## src/rtl/instr_fetch_ctrl.sv

```systemverilog
// Instruction fetch controller: issues one memory fetch per instruction,
// hands the fetched word downstream, then advances, redirects or halts.
//
// Ports:
//   clk, rst_n       clock, asynchronous active-low reset
//   start            level; leaves IDLE to begin fetching
//   imem_ack         memory presents imem_rdata this cycle (honoured only in FETCH)
//   imem_rdata       instruction word from memory
//   stall            downstream not ready; hold the current instruction
//   halt             current instruction is a halt (sampled in ISSUE)
//   branch_taken     redirect to branch_target (sampled in ISSUE)
//   branch_target    redirect address
//   pc               current program counter
//   imem_req         fetch request, held until acknowledged or timed out
//   imem_addr        fetch address, always equal to pc
//   instr            latched instruction word
//   instr_valid      instr is valid for downstream (ISSUE only)
//   busy             high in FETCH or ISSUE
//   err_timeout      sticky: a fetch went unacknowledged for TIMEOUT_CYCLES
module instr_fetch_ctrl #(
    parameter logic [7:0]  MAX_PC         = 8'hFF,
    parameter int unsigned TIMEOUT_CYCLES = 16
) (
    input  logic        clk,
    input  logic        rst_n,
    input  logic        start,
    input  logic        imem_ack,
    input  logic [31:0] imem_rdata,
    input  logic        stall,
    input  logic        halt,
    input  logic        branch_taken,
    input  logic [27:0] branch_target,
    output logic [27:0] pc,
    output logic        imem_req,
    output logic [27:0] imem_addr,
    output logic [31:0] instr,
    output logic        instr_valid,
    output logic        busy,
    output logic        err_timeout
);

    localparam int unsigned PC_W   = 28;
    localparam int unsigned DATA_W = 32;
    localparam int unsigned CNT_W  = $clog2(TIMEOUT_CYCLES + 1);

    typedef enum logic [1:0] {
        IDLE   = 2'd0,
        FETCH  = 2'd1,
        ISSUE  = 2'd2,
        HALTED = 2'd3
    } state_t;

    state_t             state_q, state_d;
    logic [CNT_W-1:0]   cnt_q, cnt_d;
    logic [CNT_W-1:0]   cnt_inc;
    logic [PC_W-1:0]    pc_d;
    logic [PC_W-1:0]    pc_seq;
    logic [DATA_W-1:0]  instr_d;
    logic               req_d;
    logic               valid_d;
    logic               busy_d;
    logic               err_d;

    // pc is a flop, so the fetch address is registered and tracks it exactly
    assign imem_addr = pc;

    assign cnt_inc = cnt_q + CNT_W'(1);

    // Sequential successor: low byte hitting MAX_PC clears the whole pc
    assign pc_seq = (pc[7:0] == MAX_PC) ? '0 : pc + PC_W'(1);

    // Next-state and next-output logic
    always_comb begin
        state_d = state_q;
        cnt_d   = cnt_q;
        pc_d    = pc;
        instr_d = instr;
        req_d   = imem_req;
        valid_d = instr_valid;
        busy_d  = busy;
        err_d   = err_timeout;

        case (state_q)
            IDLE: begin
                if (start) begin
                    state_d = FETCH;
                    req_d   = 1'b1;
                    busy_d  = 1'b1;
                    cnt_d   = '0;
                end
            end

            FETCH: begin
                // An ack in the final wait cycle still wins over the timeout
                if (imem_ack) begin
                    state_d = ISSUE;
                    instr_d = imem_rdata;
                    req_d   = 1'b0;
                    valid_d = 1'b1;
                end else if (cnt_inc == CNT_W'(TIMEOUT_CYCLES)) begin
                    state_d = HALTED;
                    cnt_d   = cnt_inc;
                    req_d   = 1'b0;
                    busy_d  = 1'b0;
                    err_d   = 1'b1;
                end else begin
                    cnt_d   = cnt_inc;
                end
            end

            ISSUE: begin
                if (!stall) begin
                    valid_d = 1'b0;
                    if (halt) begin
                        state_d = HALTED;
                        busy_d  = 1'b0;
                    end else begin
                        state_d = FETCH;
                        req_d   = 1'b1;
                        cnt_d   = '0;
                        pc_d    = branch_taken ? branch_target : pc_seq;
                    end
                end
            end

            HALTED: begin
                // Terminal until reset
            end

            default: begin
                state_d = IDLE;
                req_d   = 1'b0;
                valid_d = 1'b0;
                busy_d  = 1'b0;
            end
        endcase
    end

    // State and output registers
    always_ff @(posedge clk or negedge rst_n) begin
        if (!rst_n) begin
            state_q     <= IDLE;
            cnt_q       <= '0;
            pc          <= '0;
            instr       <= '0;
            imem_req    <= 1'b0;
            instr_valid <= 1'b0;
            busy        <= 1'b0;
            err_timeout <= 1'b0;
        end else begin
            state_q     <= state_d;
            cnt_q       <= cnt_d;
            pc          <= pc_d;
            instr       <= instr_d;
            imem_req    <= req_d;
            instr_valid <= valid_d;
            busy        <= busy_d;
            err_timeout <= err_d;
        end
    end

endmodule

```

## config.mk

```make
export PLATFORM = sky130hd
export DESIGN_NAME = instr_fetch_ctrl
export DESIGN_NICKNAME = d
export VERILOG_FILES = /design/src/rtl/instr_fetch_ctrl.sv
export SDC_FILE = /design/constraint.sdc
export NUM_CORES = 1
export LEC_CHECK = 0
export CORE_ASPECT_RATIO = 0.5
export CORE_MARGIN = 2
export CORE_UTILIZATION = 35
export CTS_CLUSTER_SIZE = 10
export DETAILED_ROUTE_END_ITERATION = 10
export GPL_TIMING_DRIVEN = 1
export HOLD_SLACK_MARGIN = 0.1
export PLACE_DENSITY = 0.73
export SETUP_SLACK_MARGIN = 0.15
export SYNTH_ARGS = -nofsm -noshare
export SYNTH_HDL_FRONTEND = slang
export SYNTH_SLANG_ARGS = --single-unit
```

## constraint.sdc

```tcl
create_clock -name clk -period 5.8 [get_ports clk]
set_clock_uncertainty 0.15 [all_clocks]
set_input_delay 1.45 -clock clk [delete_from_list [all_inputs] [get_ports clk]]
set_output_delay 1.45 -clock clk [all_outputs]
set_load 0.05 [all_outputs]
```

# ---- Word-level counts from Yosys, hierarchy flattened
# Cells that the tools add are included.
# Widths: inputs -> output; s select.
dict set report word_totals {
  regBits 71
  input_bits 67
  word_cells 62
}
dict set report op_classes {
  n_addsub 2
  eq_ne 12
  n_mux 26
  bitwise 3
  n_reduce_logical 11
}
# operator count
set op_table {}
lappend op_table {{$mux 28} 2}
lappend op_table {{$add 28x1->28 const B} 1}
lappend op_table {{$mux 5} 4}
lappend op_table {{$pmux 5 s3} 1}
lappend op_table {{$ne 2x2->1 const B} 7}
lappend op_table {{$mux 1} 10}
lappend op_table {{$mux 2} 5}
lappend op_table {{$reduce_and 5->1} 2}
lappend op_table {{$reduce_and 3->1} 3}
lappend op_table {{$eq 8x8->1 const B} 1}
lappend op_table {{$pmux 1 s3} 2}
lappend op_table {{$pmux 2 s3} 1}
lappend op_table {{$reduce_and 6->1} 1}
lappend op_table {{$add 5x1->5 const B} 1}
lappend op_table {{$eq 5x5->1 const B} 1}
lappend op_table {{$reduce_and 4->1} 1}
lappend op_table {{$ne 3x3->1 const B} 1}
lappend op_table {{$not 1->1} 3}
lappend op_table {{$reduce_bool 3->1} 1}
lappend op_table {{$eq 2x1->1 const B} 1}
lappend op_table {{$eq 2x2->1 const B} 1}
lappend op_table {{$logic_not 2->1} 1}
lappend op_table {{$pmux 1 s2} 1}
lappend op_table {{$reduce_and 2->1} 1}
lappend op_table {{$reduce_bool 2->1} 1}

# ---- Logic depth before layout (Yosys ltp)
dict set report logic_depth {
  word_depth 5
  mapped_depth 9
}

# ---- Worst setup path before layout
# OpenSTA, ideal clock, no wires.
dict set report synth_timing {
  path_kind {input to register}
  startpoint {input branch_taken}
  endpoint {register pc[8], in the netlist imem_addr[8]}
  setup_time_ps 121
  arrival_time_ps 2587
  required_time_ps 5529
  slack_ps 2942
  stages 6
  path_cell_list {clkbuf_1 a31o_2 clkbuf_1 buf_2 nand2_1 a22o_1}
}
dict set report synth_via {
  elab_chain_len 1
}
# item line
set synth_rtl {}
lappend synth_rtl {{start, declared} 31} ;# input logic branch_taken,
lappend synth_rtl {{$mux 28} 121} ;# pc_d = branch_taken ? branch_target : pc_seq;
lappend synth_rtl {{end signal, assigned} 153} ;# pc <= pc_d;
lappend synth_rtl {{end, declared} 33} ;# output logic [27:0] pc,
# Every way passes these cells.
# A chain may end at the register's enable or synchronous reset.

# ---- Worst setup path after layout
dict set report layout_timing {
  startpoint {register pc[3], in the netlist imem_addr[3]}
  endpoint {output pc[3]}
}
# No word-level cell between the ends.

==> summary.md <==
| Metric | Value |
|---|---|
| Max frequency | `297 MHz` |
| Max Buffers Root-to-Sink | `2` |
| Num CTS Buffers | `9` |
| Switch Pwr | `1640 µW` |
| Post-CTS Resized | `0` |
| H-tree levels | `3` |
| Synth async-reset ratio | `100%` |
| Port Buffers | `158` |
| Crit end category | `output pin` |
| Drt via density | `5.05` |
| Hold Crit Class | `reg -> reg` |
| RSZ-0062 raised after global routing | `no` |
| Initial DRC Count | `145` |
| Routed Antenna Nets | `0` |
| Fin. Hold Viols | `0` |
| Worst path bufs/invs | `1` |
| Floorplan row count | `26` |
| Non-filler cells, final | `618` |
| Tot GR Track Use | `16.6%` |
| Aggregate global routing overflow | `0` |
| Layout fillers | `921` |
| Nets | `546` |
| Vias in the first global route | `2919` |
| Seq. cell area | `1780 µm²` |
| CTS tree | `built` |
| Final core utilization | `53.4%` |
| Primary FF master, synth | `dfrtp_1` |
| Commonest non-fill, non-tap cell in the layout | `clkdlybuf4s50_1` |
| Worst path cell trace | `clkdlybuf4s50_1` |
| Largest net degree at the start of global routing | `72` |
| Later-pin clock latency in the skew report | `0.33 ns` |
| Max-slew violations | `0` |
| Final Cell Area | `5400 µm²` |
| Final setup TNS | `0 ns` |
| Final Setup Violations | `0` |
| Distinct cells, synth | `48` |
| Worst-Margin Slew | `0.921 ns` |
| Post-route DRC | `0` |
| WL/cell | `15.2 µm` |
| Comb power frac | `57.1%` |
| Clock power frac | `16.2%` |
| Seq pwr share | `26.7%` |
| Peak supply drop | `319 µV` |
| Instance count of the mapped netlist | `347` |
| CP startpoint kind | `register` |
| Ratio of cells with drive above 1 in the final layout | `11.7%` |
| Die X | `148 µm` |
| CTS clock-pin slew for the worst setup and hold paths | `0.05 ns` |
| CP max stage cell | `clkdlybuf4s50_1` |
| First-pass GRT wire length | `14.4 mm` |
| Vias | `3123` |
| Antenna Cells | `0` |
| Detailed Place HPWL | `6.68 mm` |
| Root Buffer | `clkbuf_16` |
| Multi-input gate area | `1530 µm²` |
| Post-DP Area | `5110 µm²` |
| Mapped Area | `3620 µm²` |
| LEAKAGE | `0.00218 µW` |
| Sink Count | `71` |
| Crit path DAT | `1.76 ns` |
| Final wirelength | `9.38 mm` |
| Layout area overhead | `49.4%` |
| # IOs | `159` |
| Status | `completed` |
| Tcrit/Tclk final | `58.0%` |
| Starting Density | `35.8%` |
| Routability Congestion | `0.821` |
| Post-synthesis sequential area ratio | `49.1%` |
| Slew HR | `38.6%` |
| Worst path max stage delay | `0.88 ns` |
| Core region area | `10100 µm²` |
| Die area | `11200 µm²` |
| Internal Pwr Total | `1720 µW` |
| Switching portion of total power | `48.7%` |
| Synth warn | `0` |
| Mapped Avg Cell Area | `10.4 µm²` |
| Family with the most delay on the worst path | `buffers and inverters` |
| Post-CTS Setup Inserts | `0` |
| PD cells | `621 nW/µm²` |
| Post-layout minimum cycle time | `3.36 ns` |
| Initial antenna violation count | `0` |
| Placed instance count | `602` |
| Synthesis-stage register bit count | `71` |
| Commonest cells after routing, fill and taps aside | `clkdlybuf4s50_1, dfrtp_1, mux2_2, nand2_1, o21ai_0` |
| Post-Synthesis Net Count | `420` |
| Worst-path fanout max | `11` |
| Hold buffers post-CTS | `0` |
| Die Y | `75.9 µm` |
| WP data required | `4.20 ns` |
| First-pass DRT Iterations | `4` |
| Post-synth EDFFs | `0` |
| Max Cap Viol | `0` |
| Setup CP Type | `reg -> out` |
==> metal layers <==
metal	up-vias	wire (µm)	share of wire (%)	global-route usage [%]
met5	-	0	0	0
met4	0	93	0.99	5.98
met3	8	683	7.3	7.19
met2	106	4530	48	26.6
met1	1517	4070	43	20.5
li1	1492	-	-	-
==> sequential cells by signal, indices dropped and copies added (netlist names) <==
| signal | count |
|---|---|
| instr_valid | 1 |
| state_q | 2 |
| imem_req | 1 |
| busy | 1 |
| err_timeout | 1 |
| imem_addr | 28 |
| cnt_q | 5 |
| instr | 32 |
==> path summary, 6_finish.rpt <==
kind                               from       endpoint  slack [ns]  depth (start not counted)
setup / recovery           imem_addr[3]          pc[3]        2.44                          1
hold / removal              err_timeout    err_timeout        0.31                          1
setup reg to reg             state_q[0]  imem_addr[24]        3.20                          6
hold reg to reg             err_timeout    err_timeout        0.31                          1
max in group asynchronous         rst_n       cnt_q[0]        3.79                          1
min in group asynchronous         rst_n  imem_addr[13]        1.05                          1
==> per-stage QoR <==
step | hold slack (ns) | setup slack (ns) | power [µW]
floorplan | 0.343 | 2.94 | 2240
global placement | 0.291 | 2.18 | 2810
detailed placement | 0.297 | 2.17 | 2830
CTS | 0.309 | 2.41 | 3390
global route | 0.320 | 2.36 | 3520
finish | 0.305 | 2.44 | 3360
==> power by group through the flow <==
stage	clock network (µW)	registers, µW	logic (µW)
2_1_floorplan	0	1530	713
3_3_place_gp	0	895	1910
6_report	545	896	1920
3_5_place_dp	0	901	1930
5_1_grt	579	930	2010
4_1_cts	560	897	1930
==> cell type report <==
cell class,instances,share of cell area (%)
Sequential cell,71,32.9
Clock buffer,12,4.56
Tap cell,140,3.24
Multi-Input combinational cell,222,28.4
Timing Repair Buffer,160,29.5
Clock inverter,4,0.834
Inverter,9,0.625
==> kinds of logic (layout without fill, tap and decap cells) <==
| kind of cell | Yosys count | count (layout) | share of synthesized area, % |
|---|---|---|---|
| flops | 71 | 71 | 49.1 |
| buf+inv | 54 | 185 | 8.65 |
| xor+xnor | 2 | 2 | 0.484 |
| compound gates | 82 | 82 | 14.5 |
| mux | 36 | 36 | 11.1 |
| fa+ha+maj | 6 | 6 | 2.08 |
| simple gates | 96 | 96 | 14.0 |
==> synthesized netlist by cell type (2+ instances only) <==
library cell  number  area, µm²
buf_2              4       20.0
a221oi_1           2       17.5
a22o_1            13        114
o221ai_1           2       17.5
nor2_1            13       48.8
nand3_1           13       65.1
buf_4             28        210
a211oi_1           2       15.0
a21o_1             2       15.0
clkbuf_1           8       30.0
nor3_1            10       50.1
a21oi_1           18       90.1
nand2_1           27        101
mux2_2            33        372
and3_1             3       18.8
nand4_1            6       37.5
mux2i_1            3       30.0
nand4b_1           2       17.5
dfrtp_1           71       1780
o21ai_0           27        135
xnor2_1            2       17.5
a31oi_1            5       31.3
nor4_1             8       50.1
o2bb2ai_1          2       17.5
inv_1              9       33.8
buf_1              5       18.8
and2_1             2       12.5
ha_1               6       75.1
or3_1              2       12.5
No activity file was read; power rests on OpenSTA's default activity.
